==> src/rtl/spi_master_mc_pkg.sv <==
// Shared types for the multi-chip-select SPI master: FSM state encoding,
// SPI mode constants ({cpol, cpha}) and the inactive chip-select level.
package spi_master_mc_pkg;

    typedef enum logic [2:0] {
        ST_INIT,
        ST_IDLE,
        ST_SETUP,
        ST_XFER,
        ST_DONE
    } state_t;

    localparam logic [1:0] MODE0 = 2'b00;
    localparam logic [1:0] MODE1 = 2'b01;
    localparam logic [1:0] MODE2 = 2'b10;
    localparam logic [1:0] MODE3 = 2'b11;

    localparam logic CS_NONE = 1'b1;

    // An edge samples MISO when it is the leading edge in CPHA=0 or the trailing edge in CPHA=1.
    function automatic logic is_sample_edge(input logic lead, input logic cpha);
        return lead ^ cpha;
    endfunction

endpackage

==> src/rtl/spi_master_mc_if.sv <==
// Request/response bus between the peripheral register block (master modport)
// and the SPI master core (slave modport).
interface spi_master_mc_if #(
    parameter int DATA_W = 8,
    parameter int NUM_CS = 2,
    parameter int DIV_W  = 8
);
    localparam int CS_W = $clog2(NUM_CS) + 1;

    logic              start;
    logic [DATA_W-1:0] tx_data;
    logic [CS_W-1:0]   cs_sel;
    logic              cs_hold;
    logic              cpol;
    logic              cpha;
    logic [DIV_W-1:0]  div;
    logic              busy;
    logic              done;
    logic [DATA_W-1:0] rx_data;

    modport master (
        output start, tx_data, cs_sel, cs_hold, cpol, cpha, div,
        input  busy, done, rx_data
    );

    modport slave (
        input  start, tx_data, cs_sel, cs_hold, cpol, cpha, div,
        output busy, done, rx_data
    );
endinterface

==> src/rtl/spi_master_mc_clk_gen.sv <==
// SCLK half-period timer: down-counter reloaded with div, ticks at terminal count
// and reports whether the tick ends a leading (1) or trailing (0) half-period.
module spi_master_mc_clk_gen #(
    parameter int DIV_W   = 8,
    parameter int RST_CNT = 0
) (
    input  logic             clk,
    input  logic             rst_n,
    input  logic             en,
    input  logic             load,
    input  logic [DIV_W-1:0] div,
    output logic             tick,
    output logic             lead
);
    logic [DIV_W-1:0] cnt_q, cnt_d;
    logic             lead_q, lead_d;

    assign tick = en && (cnt_q == '0);
    assign lead = lead_q;

    always_comb begin
        cnt_d  = cnt_q;
        lead_d = lead_q;
        if (load) begin
            cnt_d  = div;
            lead_d = 1'b1;
        end else if (tick) begin
            cnt_d  = div;
            lead_d = ~lead_q;
        end else if (en) begin
            cnt_d = cnt_q - 1'b1;
        end
    end

    always_ff @(posedge clk or negedge rst_n) begin
        if (!rst_n) begin
            cnt_q  <= DIV_W'(RST_CNT);
            lead_q <= 1'b1;
        end else begin
            cnt_q  <= cnt_d;
            lead_q <= lead_d;
        end
    end
endmodule

==> src/rtl/spi_master_mc.sv <==
// Multi-chip-select SPI master, all CPOL/CPHA modes, runtime divider, CS hold across bursts.
// Optional SD power-up clock sequence after reset when SPI_SD_INIT_EN is defined.
//
// state | meaning
// INIT  | SD power-up: INIT_CLKS SCLK cycles with CS released, MOSI high
// IDLE  | waiting for start, request fields latched on start
// SETUP | CS asserted, one half-period before the first SCLK edge
// XFER  | 2*DATA_W half-periods, SCLK toggles at each tick
// DONE  | publish rx_data, pulse done, release CS unless held
module spi_master_mc
    import spi_master_mc_pkg::*;
#(
    parameter int DATA_W    = 8,
    parameter int NUM_CS    = 2,
    parameter int DIV_W     = 8,
    parameter int INIT_CLKS = 80,
    parameter int INIT_DIV  = 49
) (
    input  logic              clk,
    input  logic              rst_n,
    spi_master_mc_if.slave    bus,
    output logic              spi_clk,
    output logic [NUM_CS-1:0] spi_cs_n,
    output logic              spi_mosi,
    input  logic              spi_miso
);
    localparam int CS_W   = $clog2(NUM_CS) + 1;
    localparam int EC_MAX = (INIT_CLKS > DATA_W) ? 2 * INIT_CLKS : 2 * DATA_W;
    localparam int EC_W   = $clog2(EC_MAX + 1);

`ifdef SPI_SD_INIT_EN
    localparam state_t RST_STATE = ST_INIT;
    localparam logic   RST_BUSY  = 1'b1;
    localparam int     RST_EDGES = 2 * INIT_CLKS;
    localparam int     RST_CNT   = INIT_DIV;
`else
    localparam state_t RST_STATE = ST_IDLE;
    localparam logic   RST_BUSY  = 1'b0;
    localparam int     RST_EDGES = 0;
    localparam int     RST_CNT   = 0;
`endif

    state_t            state_q, state_d;
    logic              spi_clk_q, spi_clk_d, spi_mosi_q, spi_mosi_d;
    logic [NUM_CS-1:0] spi_cs_n_q, spi_cs_n_d;
    logic              busy_q, busy_d, done_q, done_d;
    logic [DATA_W-1:0] rx_data_q, rx_data_d, tx_sr_q, tx_sr_d, rx_sr_q, rx_sr_d;
    logic [EC_W-1:0]   edges_q, edges_d;
    logic              cpol_q, cpol_d, cpha_q, cpha_d, cs_hold_q, cs_hold_d, held_q, held_d;
    logic [DIV_W-1:0]  div_q, div_d, gen_div;
    logic [CS_W-1:0]   cs_sel_q, cs_sel_d;
    logic              gen_en, gen_load, tick, lead;

    function automatic logic [NUM_CS-1:0] cs_decode(input logic [CS_W-1:0] sel);
        logic [NUM_CS-1:0] v;
        v = {NUM_CS{CS_NONE}};
        for (int i = 0; i < NUM_CS; i++)
            if (sel == CS_W'(i)) v[i] = ~CS_NONE;
        return v;
    endfunction

    always_comb begin
        case (state_q)
            ST_IDLE: gen_div = bus.div;
            ST_INIT: gen_div = DIV_W'(INIT_DIV);
            default: gen_div = div_q;
        endcase
    end

    spi_master_mc_clk_gen #(.DIV_W(DIV_W), .RST_CNT(RST_CNT)) u_clk_gen (
        .clk  (clk),
        .rst_n(rst_n),
        .en   (gen_en),
        .load (gen_load),
        .div  (gen_div),
        .tick (tick),
        .lead (lead)
    );

    always_comb begin
        state_d    = state_q;
        spi_clk_d  = spi_clk_q;
        spi_mosi_d = spi_mosi_q;
        spi_cs_n_d = spi_cs_n_q;
        busy_d     = busy_q;
        done_d     = 1'b0;
        rx_data_d  = rx_data_q;
        tx_sr_d    = tx_sr_q;
        rx_sr_d    = rx_sr_q;
        edges_d    = edges_q;
        cpol_d     = cpol_q;
        cpha_d     = cpha_q;
        cs_hold_d  = cs_hold_q;
        held_d     = held_q;
        div_d      = div_q;
        cs_sel_d   = cs_sel_q;
        gen_en     = (state_q == ST_INIT) || (state_q == ST_SETUP) || (state_q == ST_XFER);
        gen_load   = 1'b0;

        case (state_q)
            ST_INIT: begin
                if (tick) begin
                    spi_clk_d = ~spi_clk_q;
                    edges_d   = edges_q - 1'b1;
                    if (edges_q == EC_W'(1)) begin
                        spi_clk_d = 1'b0;
                        busy_d    = 1'b0;
                        state_d   = ST_IDLE;
                    end
                end
            end
            ST_IDLE: begin
                if (bus.start) begin
                    cpol_d     = bus.cpol;
                    cpha_d     = bus.cpha;
                    div_d      = bus.div;
                    cs_hold_d  = bus.cs_hold;
                    cs_sel_d   = bus.cs_sel;
                    busy_d     = 1'b1;
                    gen_load   = 1'b1;
                    edges_d    = EC_W'(2 * DATA_W);
                    spi_clk_d  = bus.cpol;
                    spi_cs_n_d = cs_decode(bus.cs_sel);
                    // CPHA=0 needs the MSB valid before the first (sampling) edge.
                    tx_sr_d    = bus.cpha ? bus.tx_data : (bus.tx_data << 1);
                    spi_mosi_d = bus.cpha ? 1'b1 : bus.tx_data[DATA_W-1];
                    if (held_q && (bus.cs_sel == cs_sel_q)) state_d = ST_XFER;
                    else                                    state_d = ST_SETUP;
                end
            end
            ST_SETUP: begin
                if (tick) begin
                    gen_load = 1'b1;
                    state_d  = ST_XFER;
                end
            end
            ST_XFER: begin
                if (tick) begin
                    spi_clk_d = ~spi_clk_q;
                    edges_d   = edges_q - 1'b1;
                    if (is_sample_edge(lead, cpha_q)) begin
                        rx_sr_d = {rx_sr_q[DATA_W-2:0], spi_miso};
                    end else begin
                        spi_mosi_d = tx_sr_q[DATA_W-1];
                        tx_sr_d    = tx_sr_q << 1;
                    end
                    if (edges_q == EC_W'(1)) begin
                        spi_clk_d  = cpol_q;
                        spi_mosi_d = 1'b1;
                        state_d    = ST_DONE;
                    end
                end
            end
            ST_DONE: begin
                done_d     = 1'b1;
                busy_d     = 1'b0;
                rx_data_d  = rx_sr_q;
                spi_mosi_d = 1'b1;
                held_d     = cs_hold_q;
                if (!cs_hold_q) spi_cs_n_d = {NUM_CS{CS_NONE}};
                state_d    = ST_IDLE;
            end
            default: state_d = ST_IDLE;
        endcase
    end

    always_ff @(posedge clk or negedge rst_n) begin
        if (!rst_n) begin
            state_q    <= RST_STATE;
            spi_clk_q  <= 1'b0;
            spi_mosi_q <= 1'b1;
            spi_cs_n_q <= {NUM_CS{CS_NONE}};
            busy_q     <= RST_BUSY;
            done_q     <= 1'b0;
            rx_data_q  <= '0;
            tx_sr_q    <= '0;
            rx_sr_q    <= '0;
            edges_q    <= EC_W'(RST_EDGES);
            cpol_q     <= 1'b0;
            cpha_q     <= 1'b0;
            cs_hold_q  <= 1'b0;
            held_q     <= 1'b0;
            div_q      <= '0;
            cs_sel_q   <= '0;
        end else begin
            state_q    <= state_d;
            spi_clk_q  <= spi_clk_d;
            spi_mosi_q <= spi_mosi_d;
            spi_cs_n_q <= spi_cs_n_d;
            busy_q     <= busy_d;
            done_q     <= done_d;
            rx_data_q  <= rx_data_d;
            tx_sr_q    <= tx_sr_d;
            rx_sr_q    <= rx_sr_d;
            edges_q    <= edges_d;
            cpol_q     <= cpol_d;
            cpha_q     <= cpha_d;
            cs_hold_q  <= cs_hold_d;
            held_q     <= held_d;
            div_q      <= div_d;
            cs_sel_q   <= cs_sel_d;
        end
    end

    assign spi_clk     = spi_clk_q;
    assign spi_mosi    = spi_mosi_q;
    assign spi_cs_n    = spi_cs_n_q;
    assign bus.busy    = busy_q;
    assign bus.done    = done_q;
    assign bus.rx_data = rx_data_q;
endmodule
==> src/flat_wrapper.sv <==
// flat-port wrapper written by rule: the top's interface ports become plain ports
module spi_master_mc_flat import spi_master_mc_pkg::*;
#(
    parameter int DATA_W    = 8,
    parameter int NUM_CS    = 2,
    parameter int DIV_W     = 8,
    parameter int INIT_CLKS = 80,
    parameter int INIT_DIV  = 49
)
  (clk, rst_n, spi_clk, spi_cs_n, spi_mosi, spi_miso, bus_start, bus_tx_data, bus_cs_sel, bus_cs_hold, bus_cpol, bus_cpha, bus_div, bus_busy, bus_done, bus_rx_data);
  spi_master_mc_if #(.DATA_W(DATA_W), .NUM_CS(NUM_CS), .DIV_W(DIV_W)) bus_i ();
  input  logic clk;
  input  logic rst_n;
  output logic spi_clk;
  output logic [NUM_CS-1:0] spi_cs_n;
  output logic spi_mosi;
  input  logic spi_miso;
  input wire logic [$bits(bus_i.start)-1:0] bus_start;
  input wire logic [$bits(bus_i.tx_data)-1:0] bus_tx_data;
  input wire logic [$bits(bus_i.cs_sel)-1:0] bus_cs_sel;
  input wire logic [$bits(bus_i.cs_hold)-1:0] bus_cs_hold;
  input wire logic [$bits(bus_i.cpol)-1:0] bus_cpol;
  input wire logic [$bits(bus_i.cpha)-1:0] bus_cpha;
  input wire logic [$bits(bus_i.div)-1:0] bus_div;
  output wire logic [$bits(bus_i.busy)-1:0] bus_busy;
  output wire logic [$bits(bus_i.done)-1:0] bus_done;
  output wire logic [$bits(bus_i.rx_data)-1:0] bus_rx_data;
  assign bus_i.start = bus_start;
  assign bus_i.tx_data = bus_tx_data;
  assign bus_i.cs_sel = bus_cs_sel;
  assign bus_i.cs_hold = bus_cs_hold;
  assign bus_i.cpol = bus_cpol;
  assign bus_i.cpha = bus_cpha;
  assign bus_i.div = bus_div;
  assign bus_busy = bus_i.busy;
  assign bus_done = bus_i.done;
  assign bus_rx_data = bus_i.rx_data;
  spi_master_mc #(.DATA_W(DATA_W), .NUM_CS(NUM_CS), .DIV_W(DIV_W), .INIT_CLKS(INIT_CLKS), .INIT_DIV(INIT_DIV)) u_core (.clk(clk), .rst_n(rst_n), .bus(bus_i), .spi_clk(spi_clk), .spi_cs_n(spi_cs_n), .spi_mosi(spi_mosi), .spi_miso(spi_miso));
endmodule
==> config.mk <==
export PLATFORM = sky130hd
export DESIGN_NAME = spi_master_mc_flat
export DESIGN_NICKNAME = d
export VERILOG_FILES = /design/src/rtl/spi_master_mc_pkg.sv /design/src/rtl/spi_master_mc_if.sv /design/src/rtl/spi_master_mc_clk_gen.sv /design/src/rtl/spi_master_mc.sv /design/src/flat_wrapper.sv
export SDC_FILE = /design/constraint.sdc
export NUM_CORES = 1
export LEC_CHECK = 0
export BUFFER_PORTS_ARGS = -buffer_cell sky130_fd_sc_hd__buf_2
export CORE_MARGIN = 3
export CORE_UTILIZATION = 55
export CTS_CLUSTER_DIAMETER = 30
export DETAILED_ROUTE_END_ITERATION = 16
export PLACE_DENSITY_LB_ADDON = 0.2
export SYNTH_ARGS = -nofsm -noshare
export SYNTH_HDL_FRONTEND = slang
export SYNTH_HIERARCHICAL = 1
export SYNTH_SLANG_ARGS = --single-unit
==> constraint.sdc <==
create_clock -name clk -period 3.1 [get_ports clk]
set_input_delay 0.31 -clock clk [delete_from_list [all_inputs] [get_ports clk]]
set_output_delay 0.31 -clock clk [all_outputs]
set_load 0.005 [all_outputs]
; After elaboration in Yosys (flattened, before gate mapping)
; Cells that the tools add are included.
; Widths: inputs -> output; s select.
[totals]
ff_bits = 64
input_bits = 25
out_inout_bits = 14
wordCells = 112
[classes]
addsub = 2
eq_ne = 17
mux = 47
bitwise_logic = 3
reduce_logical = 25
[ops]
columns = cell, n
row1 = $mux 8, 9
row2 = $pmux 8 s2, 3
row3 = $mux 1, 21
row4 = $mux 3, 6
row5 = $reduce_and 4->1, 4
row6 = $sub 8x1->8 const B, 2
row7 = $pmux 3 s4, 1
row8 = $reduce_bool 3->1, 4
row9 = $ne 2x2->1 const B, 5
row10 = $pmux 1 s3, 3
row11 = $reduce_and 3->1, 3
row12 = $eq 8x1->1 const B, 1
row13 = $logic_not 8->1, 1
row14 = $ne 2x1->1 const B, 4
row15 = $reduce_bool 2->1, 4
row16 = $eq 3x2->1 const B, 2
row17 = $reduce_and 6->1, 1
row18 = $mux 2, 2
row19 = $pmux 2 s2, 1
row20 = $eq 3x1->1 const B, 1
row21 = $eq 3x3->1 const B, 1
row22 = $logic_not 3->1, 1
row23 = $ne 3x3->1 const B, 1
row24 = $eq 2x1->1 const B, 1
row25 = other kinds (9), 12

; Longest topological paths before layout
; Gate-level depths: netlist (run 1).
[depth]
word_depth = 7
ltp_mapped = 12
mapped_depth_nobuf = 9

; Hierarchy
; The synthesis (run 1) kept the hierarchy.
[by_module_without_submodules]
columns = mod, n_inst, cells_per_inst, area_each_um2, seq_area_each_um2
row1 = spi_master_mc, 1, 280, 2800.2, 1381.3
row2 = spi_master_mc_clk_gen, 1, 66, 614.3, 226.5

; Worst setup path before layout (run 1)
; No wires, ideal clock.
[synth_path]
path_type = reg-to-reg
startpoint = register u_core.u_clk_gen.cnt_q[4]
endpoint = register u_core.u_clk_gen.cnt_q[4]
t_arrival_ps = 2417
t_required_ps = 2996
slack_ps = 580
path_stages_with_launch = 12
path_buffers = 5
synth_period_minus_slack_ps = 2520
path_cell_list = dfrtp_1 buf_6 or4_1 buf_2 nor2_1 buf_2 nand3b_1 a21oi_1 clkbuf_1 clkbuf_1 o32ai_1 a221oi_1
[synth_via]
elab_chain_cells = 5
elab_cells_between_ends = 9
classes_between = 1 x add/sub / 5 x mux / 3 x reduce/logical
[synth_lines]
columns = item, line_no
row1 = "start, declared", spi_master_mc_clk_gen.sv:15  ; logic [DIV_W-1:0] cnt_q, cnt_d;
row2 = "start signal, assigned", spi_master_mc_clk_gen.sv:37  ; cnt_q <= DIV_W'(RST_CNT);
row3 = "start signal, assigned", spi_master_mc_clk_gen.sv:40  ; cnt_q <= cnt_d;
row4 = $logic_not 8->1 (*), spi_master_mc_clk_gen.sv:18  ; assign tick = en && (cnt_q == '0);
row5 = $logic_and 1x1->1 (*), spi_master_mc_clk_gen.sv:18
row6 = via u_core.tick, spi_master_mc.sv:52  ; logic gen_en, gen_load, tick, lead;
row7 = $mux 1 (*), spi_master_mc.sv:132  ; if (tick) begin
row8 = $pmux 1 s2 (*), spi_master_mc.sv:100  ; case (state_q)
row9 = via u_core.gen_load, spi_master_mc.sv:52
row10 = $reduce_bool 3->1 (no source line) or $mux 8 (tied branches), n/a
; Mark *: on every way through the listed nets, which the timed path passes. The rest lies on a longest branch. The select of a mux whose other input is x is not followed.
; A chain may end at the register's enable or synchronous reset.

; Final worst setup path (run 1)
[layout_path]
startpoint = register u_core.state_q[0]
endpoint = register u_core.u_clk_gen.cnt_q[5]
[layout_via]
elab_chain_cells = 7
elab_cells_between_ends = 13
classes_between = 3 x eq/ne / 5 x mux / 5 x reduce/logical
[layout_lines]
columns = item, line_no
row1 = "start, declared", spi_master_mc.sv:43  ; state_t state_q, state_d;
row2 = "start signal, assigned", spi_master_mc.sv:186  ; state_q <= state_d;
row3 = $eq 3x2->1 or $logic_not 3->1 (tied branches), spi_master_mc.sv:97  ; gen_en = (state_q == ST_INIT) || (state_q == ST_SETUP) || (state_q == ST_XFER);
row4 = $logic_or 1x1->1, spi_master_mc.sv:97
row5 = $logic_or 1x1->1 (*), spi_master_mc.sv:97
row6 = via u_core.gen_en, spi_master_mc.sv:52
row7 = $logic_and 1x1->1 (*), spi_master_mc_clk_gen.sv:18
row8 = via u_core.tick, spi_master_mc.sv:52
row9 = $mux 1 (*), spi_master_mc.sv:132
row10 = $pmux 1 s2 (*), spi_master_mc.sv:100
row11 = via u_core.gen_load, spi_master_mc.sv:52
row12 = $reduce_bool 3->1 (no source line) or $mux 8 (tied branches), n/a
; Mark *: on every way through the listed nets, which the timed path passes. The rest lies on a longest branch.

==> results.txt, run 1 <==
Min-Delay Path Class = input pin to asynchronous set/reset pin
Critical Path Source Type = register
RSZ-0062 raised after global routing = false
status = complete, no violations
CP max stage cell = or4_2
Die X = 84.8 um
post-CTS sizing = 0
Post-Route WL = 7.21 mm
Clock Latency Late Sink = 340 ps
Die Span Y = 84.8 um
critical path's top delay family = simple AND/OR/NAND/NOR gates
first-pass GRT wire length = 12.3 mm
Setup crit end kind = register
IO Count = 39
final setup TNS = 0 ps
max cap viols = 0
Pwr Density = 903 nW/um^2
drt initial violations = 160
fin crit share = 0.885
area delta synth->final = 13.5%
Post-Place Worst Slack = 397 ps
final worst slack = 357 ps
H-tree depth = 3
fin util = 0.651
ANT cells = 0
Syn Nets = 374
Layout fillers = 512
Nets = 411
total gr overflow = 0
CP required = 3370 ps
leakage power = 1.85 nW
#FFs+latches synth = 64
Largest stage delay, worst path = 610 ps
antenna violations before repair = 0
Sink Count = 64
Post-synth EDFFs = 0
Max Fclk = 365 MHz
Max VDD drop = 508 uV
WP buf/inv = 2
Rows = 28
post-route cell area = 3870 sq um
Final Wtd Congestion = 0.950
worst rel slew slack = 0.466
final slew viol count = 0
Tmin final = 2740 ps
Final ANT Viol Nets = 0
crit path DAT = 3010 ps
die area = 7190 sq um
Setup-failing EPs final = 0
Remaining DRCs = 0
share of post-route cells with drive strength above 1 = 0.227
Starting Density = 0.573
post-synthesis instance total = 346
Netlist cell types = 62
Post-CTS Setup Inserts = 0
Avg Inst Size Synth = 9.87 sq um
R2R Path Start = u_core/state_q[0]
GRT Total Usage = 0.216
Post-Layout Cell Count = 462
IO Port Bufs = 38
r2r setup slk = 360 ps
vias per cell = 5.88
worst-margin pin slew = 800 ps
clk_skew = 8.77 ps
placed cell count = 447
CTS Buffer Depth = 2
post-synthesis cell area = 3410 sq um
TritonCTS Buffers = 9
final hold violation count = 0
sequential area share after synthesis = 0.471
CP cell instances = nor2b_1 > nor2_1 > buf_4 > nand4bb_1 > nor2_1 > nand3b_1 > a21oi_1 > buf_4 > or4_2 > nor4_1 > a221o_1
Async SR Flop Fraction = 1.00
vias in the first global route = 2573
most common cell after layout, fill and taps aside = nand2_1
root buffer cell = clkbuf_8
most frequent cells in the layout = nand2_1, dfrtp_1, buf_2
clock-pin slew on the worst setup and hold paths = 70 ps
largest net degree at the start of global routing = 65
CORE AREA = 5960 sq um
placed inst area = 3640 sq um
FF-to-FF End = u_core/u_clk_gen/cnt_q[5]
DR pass1 iterations = 5
Yosys warnings = 6
hold_buf cts = 0
Setup Crit Path Kind = register to register
Main synth FF type = dfrtp_1
wire length per cell = 15.6 um
Register-to-Register Path Depth = 11
Worst Path Max Fanout = 18
total number of vias = 2715
post-DP HPWL = 4.94 mm
CTS tree = built
-- synthesized netlist by cell type, types with 3 or more instances --
cell,number,area share
and3_1,3,0.0055
mux2_1,16,0.053
dfstp_2,5,0.038
xor2_1,4,0.010
buf_2,9,0.013
nor2_1,24,0.026
mux2i_1,10,0.029
mux2_2,10,0.033
buf_6,3,0.0099
clkbuf_1,6,0.0066
o21ai_0,4,0.0059
nor2b_1,10,0.018
a21oi_1,16,0.023
nor3_1,9,0.013
buf_4,3,0.0066
or4_1,3,0.0066
ha_1,3,0.011
nor4_1,4,0.0073
nand3_1,5,0.0073
nand2_1,62,0.068
dfrtp_1,59,0.43
a31o_1,3,0.0077
o21ai_1,11,0.016
inv_1,12,0.013
-- layer usage --
layer / up-vias / GRT usage / share of wire
met1: 1317 / 0.297 / 0.46
met4: 0 / 0.0993 / 0.011
met5: - / 0 / 0
met2: 96 / 0.326 / 0.47
met3: 10 / 0.0491 / 0.059
li1: 1292 / - / -
-- cell families after synthesis --
kind of cell             after synthesis  synth area share
AND/OR/NAND/NOR                      146             0.222
multiplexers                          37             0.119
buffers and inverters                 33            0.0495
adder cells (fa/ha/maj)                3            0.0110
XOR/XNOR                               5            0.0128
flip-flops                            64             0.471
AO/OA/AOI/OAI                         58             0.115
-- stage by stage --
stage / power, mW / hold slack (ps)
final: 3.50 / 144
after detailed placement: 2.66 / 462
after CTS: 3.52 / 140
after global placement: 2.62 / 451
after global routing: 3.77 / 164
after floorplan: 2.36 / 14.4
-- final cells by class --
| class | instances | area (sq um) | area share |
|---|---|---|---|
| inverter | 12 | 45.0 | 0.0116 |
| multi-input combinational | 249 | 1640 | 0.423 |
| timing repair buffer | 47 | 258 | 0.0665 |
| clock buffer | 9 | 124 | 0.0320 |
| sequential | 64 | 1610 | 0.415 |
| tap | 75 | 93.8 | 0.0242 |
| clock inverter | 6 | 109 | 0.0281 |
-- power by group --
group          total, mW  switching [mW]  internal, mW
sequential          1.37           0.228          1.14
combinational       1.28           0.736         0.546
clock              0.847           0.319         0.528
total               3.50            1.28          2.22
-- registers in the layout, indices dropped and copies added (netlist names) --
| register | count |
|---|---|
| u_core/bus.busy | 1 |
| u_core/bus.done | 1 |
| u_core/bus.rx_data | 8 |
| u_core/cpha_q | 1 |
| u_core/cpol_q | 1 |
| u_core/cs_hold_q | 1 |
| u_core/cs_sel_q | 2 |
| u_core/div_q | 8 |
| u_core/edges_q | 8 |
| u_core/held_q | 1 |
| u_core/rx_sr_q | 8 |
| u_core/spi_clk | 1 |
| u_core/spi_cs_n | 2 |
| u_core/spi_mosi | 1 |
| u_core/state_q | 3 |
| u_core/tx_sr_q | 8 |
| u_core/u_clk_gen/cnt_q | 8 |
| u_core/u_clk_gen/lead | 1 |
-- how the worst max path moves through the flow --
stage	from	to	cells after the start
2_1_floorplan	u_core/u_clk_gen/cnt_q[4]	u_core/u_clk_gen/cnt_q[4]	11
6_report	u_core/state_q[0]	u_core/u_clk_gen/cnt_q[5]	11
3_5_place_dp	u_core/state_q[0]	u_core/u_clk_gen/cnt_q[5]	11
3_3_place_gp	u_core/state_q[0]	u_core/u_clk_gen/cnt_q[5]	11
5_1_grt	u_core/state_q[0]	u_core/u_clk_gen/cnt_q[5]	11
4_1_cts	u_core/state_q[0]	u_core/u_clk_gen/cnt_q[5]	11
Power figures use the tool's default switching activity.
==> run 2, diff against run 1 <==
- CORE_UTILIZATION: 55 -> 46
- SYNTH_HIERARCHICAL: 1 -> unset
==> results.txt, run 2 <==
status = complete, no violations (unchanged)
CORE AREA = 6830 sq um (was 5960 sq um)
die area = 8130 sq um (was 7190 sq um)
final setup TNS = 0 ps (unchanged)
Post-Route WL = 6.70 mm (was 7.21 mm)
final worst slack = 728 ps (was 357 ps)
Rows = 30 (was 28)
GRT Max-Usage Layer = met2 (unchanged)
Clock Latency Late Sink = 340 ps (about the same)
antenna violations before repair = 0 (unchanged)
CTS Buffer Depth = 2 (unchanged)
post-synth top area cell = dfrtp_1 (unchanged)
vias per cell = 5.35 (was 5.88)
CTS tree = built (unchanged)
post-synthesis instance total = 325 (was 346)
H-tree depth = 3 (unchanged)
Max Fclk = 422 MHz (was 365 MHz)
Async SR Flop Fraction = 1.00 (unchanged)
Nets = 395 (was 411)
sequential area share after synthesis = 0.493 (was 0.471)
Adder-Cell Fraction of Synth Area = 0.0153 (was 0.0110)
final slew viol count = 0 (unchanged)
R2R Path Start = u_core.u_clk_gen.cnt_q[0] (was u_core/state_q[0])
CP startpoint = u_core.u_clk_gen.cnt_q[0] (was u_core/state_q[0])
fin util = 0.561 (was 0.651)
wire length per cell = 14.3 um (was 15.6 um)
Setup crit end kind = register (unchanged)
Netlist cell types = 55 (was 62)
most common cell in the netlist = dfrtp_1 (was nand2_1)
Final ANT Viol Nets = 0 (unchanged)
Syn Nets = 354 (was 374)
area delta synth->final = 17.6% (was 13.5%)
final hold violation count = 0 (unchanged)
post-synthesis cell area = 3260 sq um (was 3410 sq um)
post-CTS sizing = 0 (unchanged)
root buffer cell = clkbuf_8 (unchanged)
Sink Count = 64 (unchanged)
drt initial violations = 111 (was 160)
Remaining DRCs = 0 (unchanged)
first-pass GRT wire length = 11.6 mm (was 12.3 mm)
leakage power = 1.76 nW (was 1.85 nW)
Post-Place Worst Slack = 745 ps (was 397 ps)
Setup-failing EPs final = 0 (unchanged)
Post-synth EDFFs = 0 (unchanged)
Avg Inst Size Synth = 10.0 sq um (was 9.87 sq um)
clock-pin slew on the worst setup and hold paths = 80 ps (was 70 ps)
met2 Track Usage GR = 0.274 (was 0.326)
CP required = 3320 ps (was 3370 ps)
largest family of logic cells by synthesized area = simple AND/OR/NAND/NOR gates (unchanged)
DR pass1 iterations = 4 (was 5)
largest net degree at the start of global routing = 65 (unchanged)
RSZ-0062 raised after global routing = false (unchanged)
Post-CTS Setup Inserts = 0 (unchanged)
ANT cells = 0 (unchanged)
Die X = 90.2 um (was 84.8 um)
GR Util met3 = 0.0418 (was 0.0491)
Min-Delay Path Class = input pin to register (was input pin to asynchronous set/reset pin)
IO Count = 39 (unchanged)
final hold slack = 165 ps (was 144 ps)
Worst Path Max Fanout = 8 (was 18)
top cells by area, synth = dfrtp_1, mux2_2, nand2_1 (was dfrtp_1, nand2_1, mux2_1)
max cap viols = 0 (unchanged)
Critical Path Source Type = register (unchanged)
clk_skew = 9.77 ps (was 8.77 ps)
Tmin final = 2370 ps (was 2740 ps)
Final Wtd Congestion = 0.858 (was 0.950)
Setup Crit Path Kind = register to register (unchanged)
fin crit share = 0.765 (was 0.885)
total number of vias = 2499 (was 2715)
most frequent cells in the layout = dfrtp_1, nand2_1, buf_2 (was nand2_1, dfrtp_1, buf_2)
Max VDD drop = 407 uV (was 508 uV)
most common cell after layout, fill and taps aside = dfrtp_1 (was nand2_1)
Synth Area in XOR/XNOR = 0.0376 (was 0.0128)
Starting Density = 0.477 (was 0.573)
worst-margin pin slew = 672 ps (was 800 ps)
vias in the first global route = 2463 (was 2573)
Synth Area in Compound Gates = 0.117 (was 0.115)
share of post-route cells with drive strength above 1 = 0.264 (was 0.227)
post-DP HPWL = 4.59 mm (was 4.94 mm)
total gr overflow = 0 (unchanged)
simple-gate share of the synthesized area = 0.196 (was 0.222)
crit path DAT = 2590 ps (was 3010 ps)
TritonCTS Buffers = 9 (unchanged)
mux share of post-synthesis cell area = 0.111 (was 0.119)
IO Port Bufs = 38 (unchanged)
Pwr Density = 848 nW/um^2 (was 903 nW/um^2)
worst rel slew slack = 0.546 (was 0.466)
Die Span Y = 90.2 um (was 84.8 um)
Synth top area share = 0.453 (was 0.432)
Main synth FF type = dfrtp_1 (unchanged)
Synth top cells by count = dfrtp_1, nand2_1, nor2_1 (was nand2_1, dfrtp_1, nor2_1)
GRT Total Usage = 0.175 (was 0.216)
#FFs+latches synth = 64 (unchanged)
met1 GRT Util = 0.231 (was 0.297)
Yosys warnings = 0 (was 6)
worst hold start = bus_div[4]
## run 2: cell count changes in the layout (fill, tap and decap cells not counted), sizes merged, moves of 5 or more
cell | previous run | this run
nand2 | 63 | 45
xnor2 | 1 | 12
nor2b | 10 | 3
nor2 | 25 | 31
nor3 | 9 | 3
a211oi | 2 | 7
a21oi | 16 | 21
## run 2: critical path: stages (launching register included)
cell and delay, ps:
dfrtp_1 430, inv_1 100, ha_1 150, or4b_4 500
nor2_4 180, nand3_1 160, a21boi_4 360, mux2_2 370
## run 2: power breakdown
part | switching (mW) | internal [mW] | leakage (nW)
clock network | 0.340 | 0.535 | 0.116
registers | 0.284 | 1.14 | 0.801
logic | 0.489 | 0.469 | 0.846
## run 2: logic make-up (layout without fill, tap and decap cells)
logic type | Yosys count | after routing
muxes | 33 | 33
buffers and inverters | 24 | 70
AOI/OAI and AO/OA | 61 | 61
adders and majority gates | 4 | 4
xor gates and xnor gates | 14 | 14
and+or+nand+nor | 125 | 125
DFF | 64 | 64
## run 2: area by class of cell
class                           count  area [sq um]
Inverter                           10          37.5
Timing Repair Buffer               44           250
Fill cell                         646          3000
Clock inverter                      7           119
Clock buffer                        9           124
Multi-Input combinational cell    237          1580
Tap cell                           96           120
Sequential cell                    64          1610
## run 2: stage by stage
step | cells | power (mW) | area, sq um
after floorplan | 325 | 2.10 | 3260
after global placement | 450 | 2.35 | 3580
after detailed placement | 450 | 2.39 | 3580
after CTS | 467 | 3.27 | 3830
after global routing | 467 | 3.49 | 3830
final | 467 | 3.25 | 3830
## run 2: final timing paths
path	slack [ps]	depth (start not counted)	end
setup reg to reg	730	7	u_core.tx_sr_q[1]
hold / removal	170	3	u_core.div_q[4]
hold reg to reg	480	2	u_core.div_q[4]
max in group asynchronous	2250	3	u_core.u_clk_gen.lead
setup / recovery	730	7	u_core.tx_sr_q[1]
min in group asynchronous	490	3	u_core.cpol_q
## run 2: timing repair
item	in CTS	in global routing
hold buffers	1	0
endpoints found under the setup margin	0	0
hold endpoints to repair	59	0
## run 2: per-layer routing
layer / vias to the layer above / wire length (um)
met5: - / 0
met2: 62 / 3160
met1: 1196 / 3090
met3: 11 / 323
met4: 0 / 126
li1: 1230 / -
